$ cat config.mk
export PLATFORM = sky130hd
export DESIGN_NAME = rom_readback
export DESIGN_NICKNAME = d
export VERILOG_FILES = /design/src/rtl/rom_readback.sv
export SDC_FILE = /design/constraint.sdc
export NUM_CORES = 1
export LEC_CHECK = 0
export CAP_MARGIN = 20
export CORE_ASPECT_RATIO = 1.5
export CORE_UTILIZATION = 47
export DETAILED_ROUTE_END_ITERATION = 16
export PLACE_DENSITY = 0.81
export RECOVER_POWER = 100
export SKIP_CTS_REPAIR_TIMING = 1
export SYNTH_ARGS = -nofsm -noshare
export SYNTH_HDL_FRONTEND = slang
export SYNTH_SLANG_ARGS = --single-unit
$ cat constraint.sdc
create_clock -name CLK -period 2.55 [get_ports CLK]
set_clock_uncertainty 0.1 [all_clocks]
set_input_delay 0.765 -clock CLK [delete_from_list [all_inputs] [get_ports CLK]]
set_output_delay 0.765 -clock CLK [all_outputs]
set_load 0.05 [all_outputs]
$ cat src/rtl/rom_readback.sv
// ---------------------------------------------------------------------------
// rom_readback
//
// Serves HPS ioctl upload read requests by reading bytes back out of the
// main-board ROM regions through port B of each region's dual-clock RAM.
// Byte addresses 0x0000..LAST_ADDR map onto 4 KB regions selected by
// ADDR[15:12] (0..5 = rom_m1..rom_m6, 6..14 = bank0..bank8).
// Anything above LAST_ADDR returns FILL_BYTE without touching the RAMs.
// A running mod-256 checksum and a saturating byte count are kept per upload
// session so software can verify what was read back.
//
// Parameters
//   RAM_LATENCY  cycles from RAM_ADDR/RAM_RD valid to RAM_Q valid (1..3)
//   LAST_ADDR    highest mapped byte address
//   FILL_BYTE    byte returned for unmapped addresses
//
// Ports
//   CLK       in   1   ioctl clock
//   RESET_N   in   1   asynchronous active-low reset
//   UPLOAD    in   1   upload session active
//   RD        in   1   one-cycle read request, ADDR valid in the same cycle
//   ADDR      in   25  requested byte address
//   WAIT      out  1   request outstanding
//   DOUT      out  8   returned byte, held until the next return
//   DVALID    out  1   one-cycle pulse when DOUT is updated
//   RAM_ADDR  out  12  offset within the selected region (port B address)
//   RAM_SEL   out  4   region index used by the top level to mux q_b
//   RAM_RD    out  1   high for the single issue cycle of a mapped read
//   RAM_Q     in   8   muxed q_b of the selected region
//   CHECKSUM  out  8   mod-256 sum of bytes returned this session
//   COUNT     out  16  bytes returned this session, saturating
//   OVERRUN   out  1   sticky: RD seen while busy or while UPLOAD was low
//   STATE     out  2   debug view of the FSM (0 IDLE, 1 ISSUE, 2 LAT, 3 DONE)
//
// Handshake: RD is a single-cycle strobe accepted only in IDLE with UPLOAD
// high. WAIT rises the cycle after an accepted mapped RD and falls in the
// cycle DVALID pulses; the next RD may be presented the cycle after DVALID.
// Any RD that is not accepted is dropped and flagged on OVERRUN.
// ---------------------------------------------------------------------------
module rom_readback #(
    parameter int unsigned RAM_LATENCY = 1,
    parameter logic [24:0] LAST_ADDR   = 25'h000EFFF,
    parameter logic [7:0]  FILL_BYTE   = 8'hFF
) (
    input  logic        CLK,
    input  logic        RESET_N,
    input  logic        UPLOAD,
    input  logic        RD,
    input  logic [24:0] ADDR,
    output logic        WAIT,
    output logic [7:0]  DOUT,
    output logic        DVALID,
    output logic [11:0] RAM_ADDR,
    output logic [3:0]  RAM_SEL,
    output logic        RAM_RD,
    input  logic [7:0]  RAM_Q,
    output logic [7:0]  CHECKSUM,
    output logic [15:0] COUNT,
    output logic        OVERRUN,
    output logic [1:0]  STATE
);

    typedef enum logic [1:0] {
        S_IDLE  = 2'd0,
        S_ISSUE = 2'd1,
        S_LAT   = 2'd2,
        S_DONE  = 2'd3
    } state_t;

    // Counter preload: the LAT state itself accounts for one cycle of latency.
    localparam logic [1:0] LAT_LOAD = 2'(RAM_LATENCY - 1);

    state_t     state;
    logic       upload_q;
    logic [1:0] lat_cnt;

    logic upload_rise;
    logic rd_dropped;
    logic addr_mapped;

    // Session start is detected against the registered copy of UPLOAD.
    assign upload_rise = UPLOAD & ~upload_q;

    // A request is lost either because a read is in flight or because no
    // session is open; both cases are reported the same way.
    assign rd_dropped  = RD & ((state != S_IDLE) | ~UPLOAD);

    // Full-width compare so that high address bits never alias back onto
    // a region through ADDR[15:12].
    assign addr_mapped = (ADDR <= LAST_ADDR);

    assign STATE = state;

    always_ff @(posedge CLK or negedge RESET_N) begin
        if (!RESET_N) begin
            state    <= S_IDLE;
            upload_q <= 1'b0;
            lat_cnt  <= 2'd0;
            WAIT     <= 1'b0;
            DOUT     <= 8'h00;
            DVALID   <= 1'b0;
            RAM_ADDR <= 12'h000;
            RAM_SEL  <= 4'h0;
            RAM_RD   <= 1'b0;
            CHECKSUM <= 8'h00;
            COUNT    <= 16'h0000;
            OVERRUN  <= 1'b0;
        end else begin
            upload_q <= UPLOAD;

            // Strobes default low; the state that needs them raises them.
            RAM_RD <= 1'b0;
            DVALID <= 1'b0;

            // New session: clear the verification counters. A request in the
            // same cycle is still accepted below.
            if (upload_rise) begin
                CHECKSUM <= 8'h00;
                COUNT    <= 16'h0000;
                OVERRUN  <= 1'b0;
            end

            if (rd_dropped) begin
                OVERRUN <= 1'b1;
            end

            case (state)
                S_IDLE: begin
                    if (RD && UPLOAD) begin
                        if (addr_mapped) begin
                            // RAM_SEL/RAM_ADDR only change here, so port B
                            // stays quiet between requests.
                            RAM_SEL  <= ADDR[15:12];
                            RAM_ADDR <= ADDR[11:0];
                            RAM_RD   <= 1'b1;
                            WAIT     <= 1'b1;
                            state    <= S_ISSUE;
                        end else begin
                            // Unmapped: the fill byte is the answer, returned
                            // on the very next cycle with no RAM access.
                            DOUT   <= FILL_BYTE;
                            DVALID <= 1'b1;
                            WAIT   <= 1'b0;
                            state  <= S_DONE;
                        end
                    end
                end

                S_ISSUE: begin
                    if (!UPLOAD) begin
                        WAIT  <= 1'b0;
                        state <= S_IDLE;
                    end else begin
                        lat_cnt <= LAT_LOAD;
                        state   <= S_LAT;
                    end
                end

                S_LAT: begin
                    if (!UPLOAD) begin
                        // Session closed mid-read: abandon it silently,
                        // leaving DOUT and the counters untouched.
                        WAIT  <= 1'b0;
                        state <= S_IDLE;
                    end else if (lat_cnt == 2'd0) begin
                        DOUT   <= RAM_Q;
                        DVALID <= 1'b1;
                        WAIT   <= 1'b0;
                        state  <= S_DONE;
                    end else begin
                        lat_cnt <= lat_cnt - 2'd1;
                    end
                end

                S_DONE: begin
                    // The byte has already been presented; account for it.
                    CHECKSUM <= CHECKSUM + DOUT;
                    if (COUNT != 16'hFFFF) begin
                        COUNT <= COUNT + 16'd1;
                    end
                    state <= S_IDLE;
                end

                default: begin
                    state <= S_IDLE;
                end
            endcase
        end
    end

endmodule

==> metrics.txt <==
root buffer cell=clkbuf_8; Distinct cells, synth=50; CTS tree=done; first-pass GRT wire length=around 12000 µm; xor/xnor cell area share of the yosys netlist=0.02684; Synth Flop Type=dfrtp_1; IO Count=slightly above 90; Clock transition at path regs=0.07 ns; vias in the first global route=2484; fin crit period=2.501 ns; number of synthesized flops with an enable pin=0; max_cap viols=0; cell count after placement=439; Simple-Gate Fraction of Synth Area=0.1704; commonest non-fill, non-tap cell in the layout=dfrtp_1; antenna violations before repair=0; max incr delay on CP=0.84 ns; Port Buf Inserts=90; Pre-antenna DRT Iters=4; Max Root-Sink Buffers=2; P&R area growth vs syn=38.99%; largest net degree at the start of global routing=38; routed wire length=approximately 6700 µm; maximum vdd drop=around 0.52 mV; Core Area=5913 µm²; WP data arrival=1.64 ns; worst hold path type=flip-flop to flip-flop; final instance area=around 4000 µm²; multiplexer area fraction after synthesis=0.07499; unrepaired setup endpoints after global routing=false; sequential-to-total area share from yosys stat=0.4857; critical-path cell list=clkdlybuf4s50_1; number of routed nets with antenna violations=0; FF+latch count, synth=57; Core Rows=34; fin crit share=0.9807; drc violations=0; total number of vias=2519; Horiz. Die Dim=~67 µm; Non-Filler Instances=454; largest family of logic cells by synthesized area=simple AND/OR/NAND/NOR gates; synth warn=0; Cells after Synth=278; Post-Synthesis Cell Area=between 2000 and 3000 µm²; status=finished clean; NumNets Final=429; Worst setup SP type=flip-flop; wire per inst=~15 µm; worst skew pair latency=0.34 ns; Post-DP HPWL=4936 µm; # diodes=0; Crit Path Class=flip-flop to output pin; max_slew headroom=0.2683; crit-path leading delay family=buffers and inverters; Synth Area in Adders=0.06221; final setup fails=0; starting density of the core=0.4966; Post-Syn Nets=329; CP max-delay cell=clkdlybuf4s50_1; DR vias/cell=~5.5; Placed Instance Area=3948 µm²; Critical Path End Type=output pin; Required @ worst endpoint=1.69 ns; post-synthesis compound-gate area fraction=0.1487; Clock Sinks=57; H-tree Lvls=3; Slew Limit Fails=0; gr usage total=0.2322; Num CTS Buffers=9; Worst-Margin Slew=1.098 ns; buffer and inverter count on the worst path=1; LEAKAGE=1.901 nW; Filler Cell Count=roughly 460; power per cell area=986.4 nW/µm²; Die Area=6575 µm²; share of cells above drive strength 1=0.1204; die height=98.81 µm; Final Hold Viols=0; crit-path max FO=5; syn_area_per_cell=10.56 µm²; grt ovf=0; Max Clk Rate=399.9 MHz; Async SR Flop Fraction=1.000; Placer Congestion=approximately 0.85; most frequent cells in the layout=57 x dfrtp_1, 52 x clkdlybuf4s50_1, 35 x nand2_1, 32 x o21ai_0, 31 x dlygate4sd3_1; DRT iter0 DRCs=148
==> final cells by class <==
cell class / count / area, µm² / share of cell area
clock buffer: 13 / 178.9 / 0.04384
clock inverter: 2 / 35.03 / 0.008584
inverter: 9 / 33.78 / 0.008277
multi-input combinational: 203 / 1409 / 0.3452
sequential: 57 / 1426 / 0.3495
tap: 72 / 90.09 / 0.02207
timing repair buffer: 98 / 908.4 / 0.2226
==> flip-flops by register name (all words and copies together), names as in the netlist <==
signal	cells
WAIT	1
OVERRUN	1
DOUT	8
lat_cnt	2
CHECKSUM	8
RAM_RD	1
STATE	2
RAM_ADDR	12
upload_q	1
RAM_SEL	4
COUNT	16
DVALID	1
==> synthesized netlist by cell type, drive strengths merged, types with 5 or more instances <==
library cell,number,area share
nand3,10,0.017
nand4,10,0.029
mux2,16,0.061
nand2,37,0.051
ha,13,0.055
xor2,5,0.015
dfrtp,57,0.49
o21ai,33,0.056
nor2,12,0.018
nor2b,10,0.021
inv,9,0.012
a21oi,10,0.018
a22o,5,0.015
buf,5,0.011
==> final timing paths <==
| check | slack, ns | to | from | cells past startpoint |
|---|---|---|---|---|
| min reg2reg | 0.40 | RAM_SEL[2] | RAM_SEL[2] | 1 |
| max | 0.05 | COUNT[5] | COUNT[5] | 1 |
| max reg2reg | 0.31 | COUNT[9] | COUNT[0] | 6 |
| max in group asynchronous | 0.46 | RAM_SEL[2] | RESET_N | 2 |
| min | 0.40 | RAM_SEL[2] | RAM_SEL[2] | 1 |
| min in group asynchronous | 0.50 | CHECKSUM[4] | RESET_N | 1 |
==> layer usage <==
layer	global-route usage	vias up	share of wire
met3	0.05440	14	0.061
li1	-	1206	-
met5	0	-	0
met2	0.3916	87	0.51
met4	0.1195	0	0.025
met1	0.2663	1212	0.40
==> cells by family (layout without fill, tap and decap cells) <==
kind of cell             Yosys count  after routing
AND/OR/NAND/NOR                   92             92
XOR/XNOR                           9              9
adder cells (fa/ha/maj)           14             14
multiplexers                      20             20
AO/OA/AOI/OAI                     68             68
buffers and inverters             18            122
flip-flops                        57             57
==> stage by stage <==
step	power, mW	TNS (ns)	utilization	hold slack, ns	worst slack (ns)
2_1_floorplan	2.579	0	-	0.3694	0.3173
3_3_place_gp	3.156	-0.9063	0.6676	0.3744	-0.05469
3_5_place_dp	3.195	-1.403	0.6676	0.3946	-0.09814
4_1_cts	4.116	-0.04190	0.7038	0.2956	-0.02504
5_1_grt	4.276	0	0.6902	0.4261	0.004921
6_report	4.026	0	0.6902	0.4008	0.04912
==> power breakdown <==
part           switching (mW)  leakage, nW  total, mW  internal, mW
sequential              0.159        0.756       1.22          1.07
clock                   0.356        0.112      0.907         0.551
combinational            1.20         1.03       1.89         0.689
total                    1.72         1.90       4.03          2.31
(Power assumes the default switching activity.)
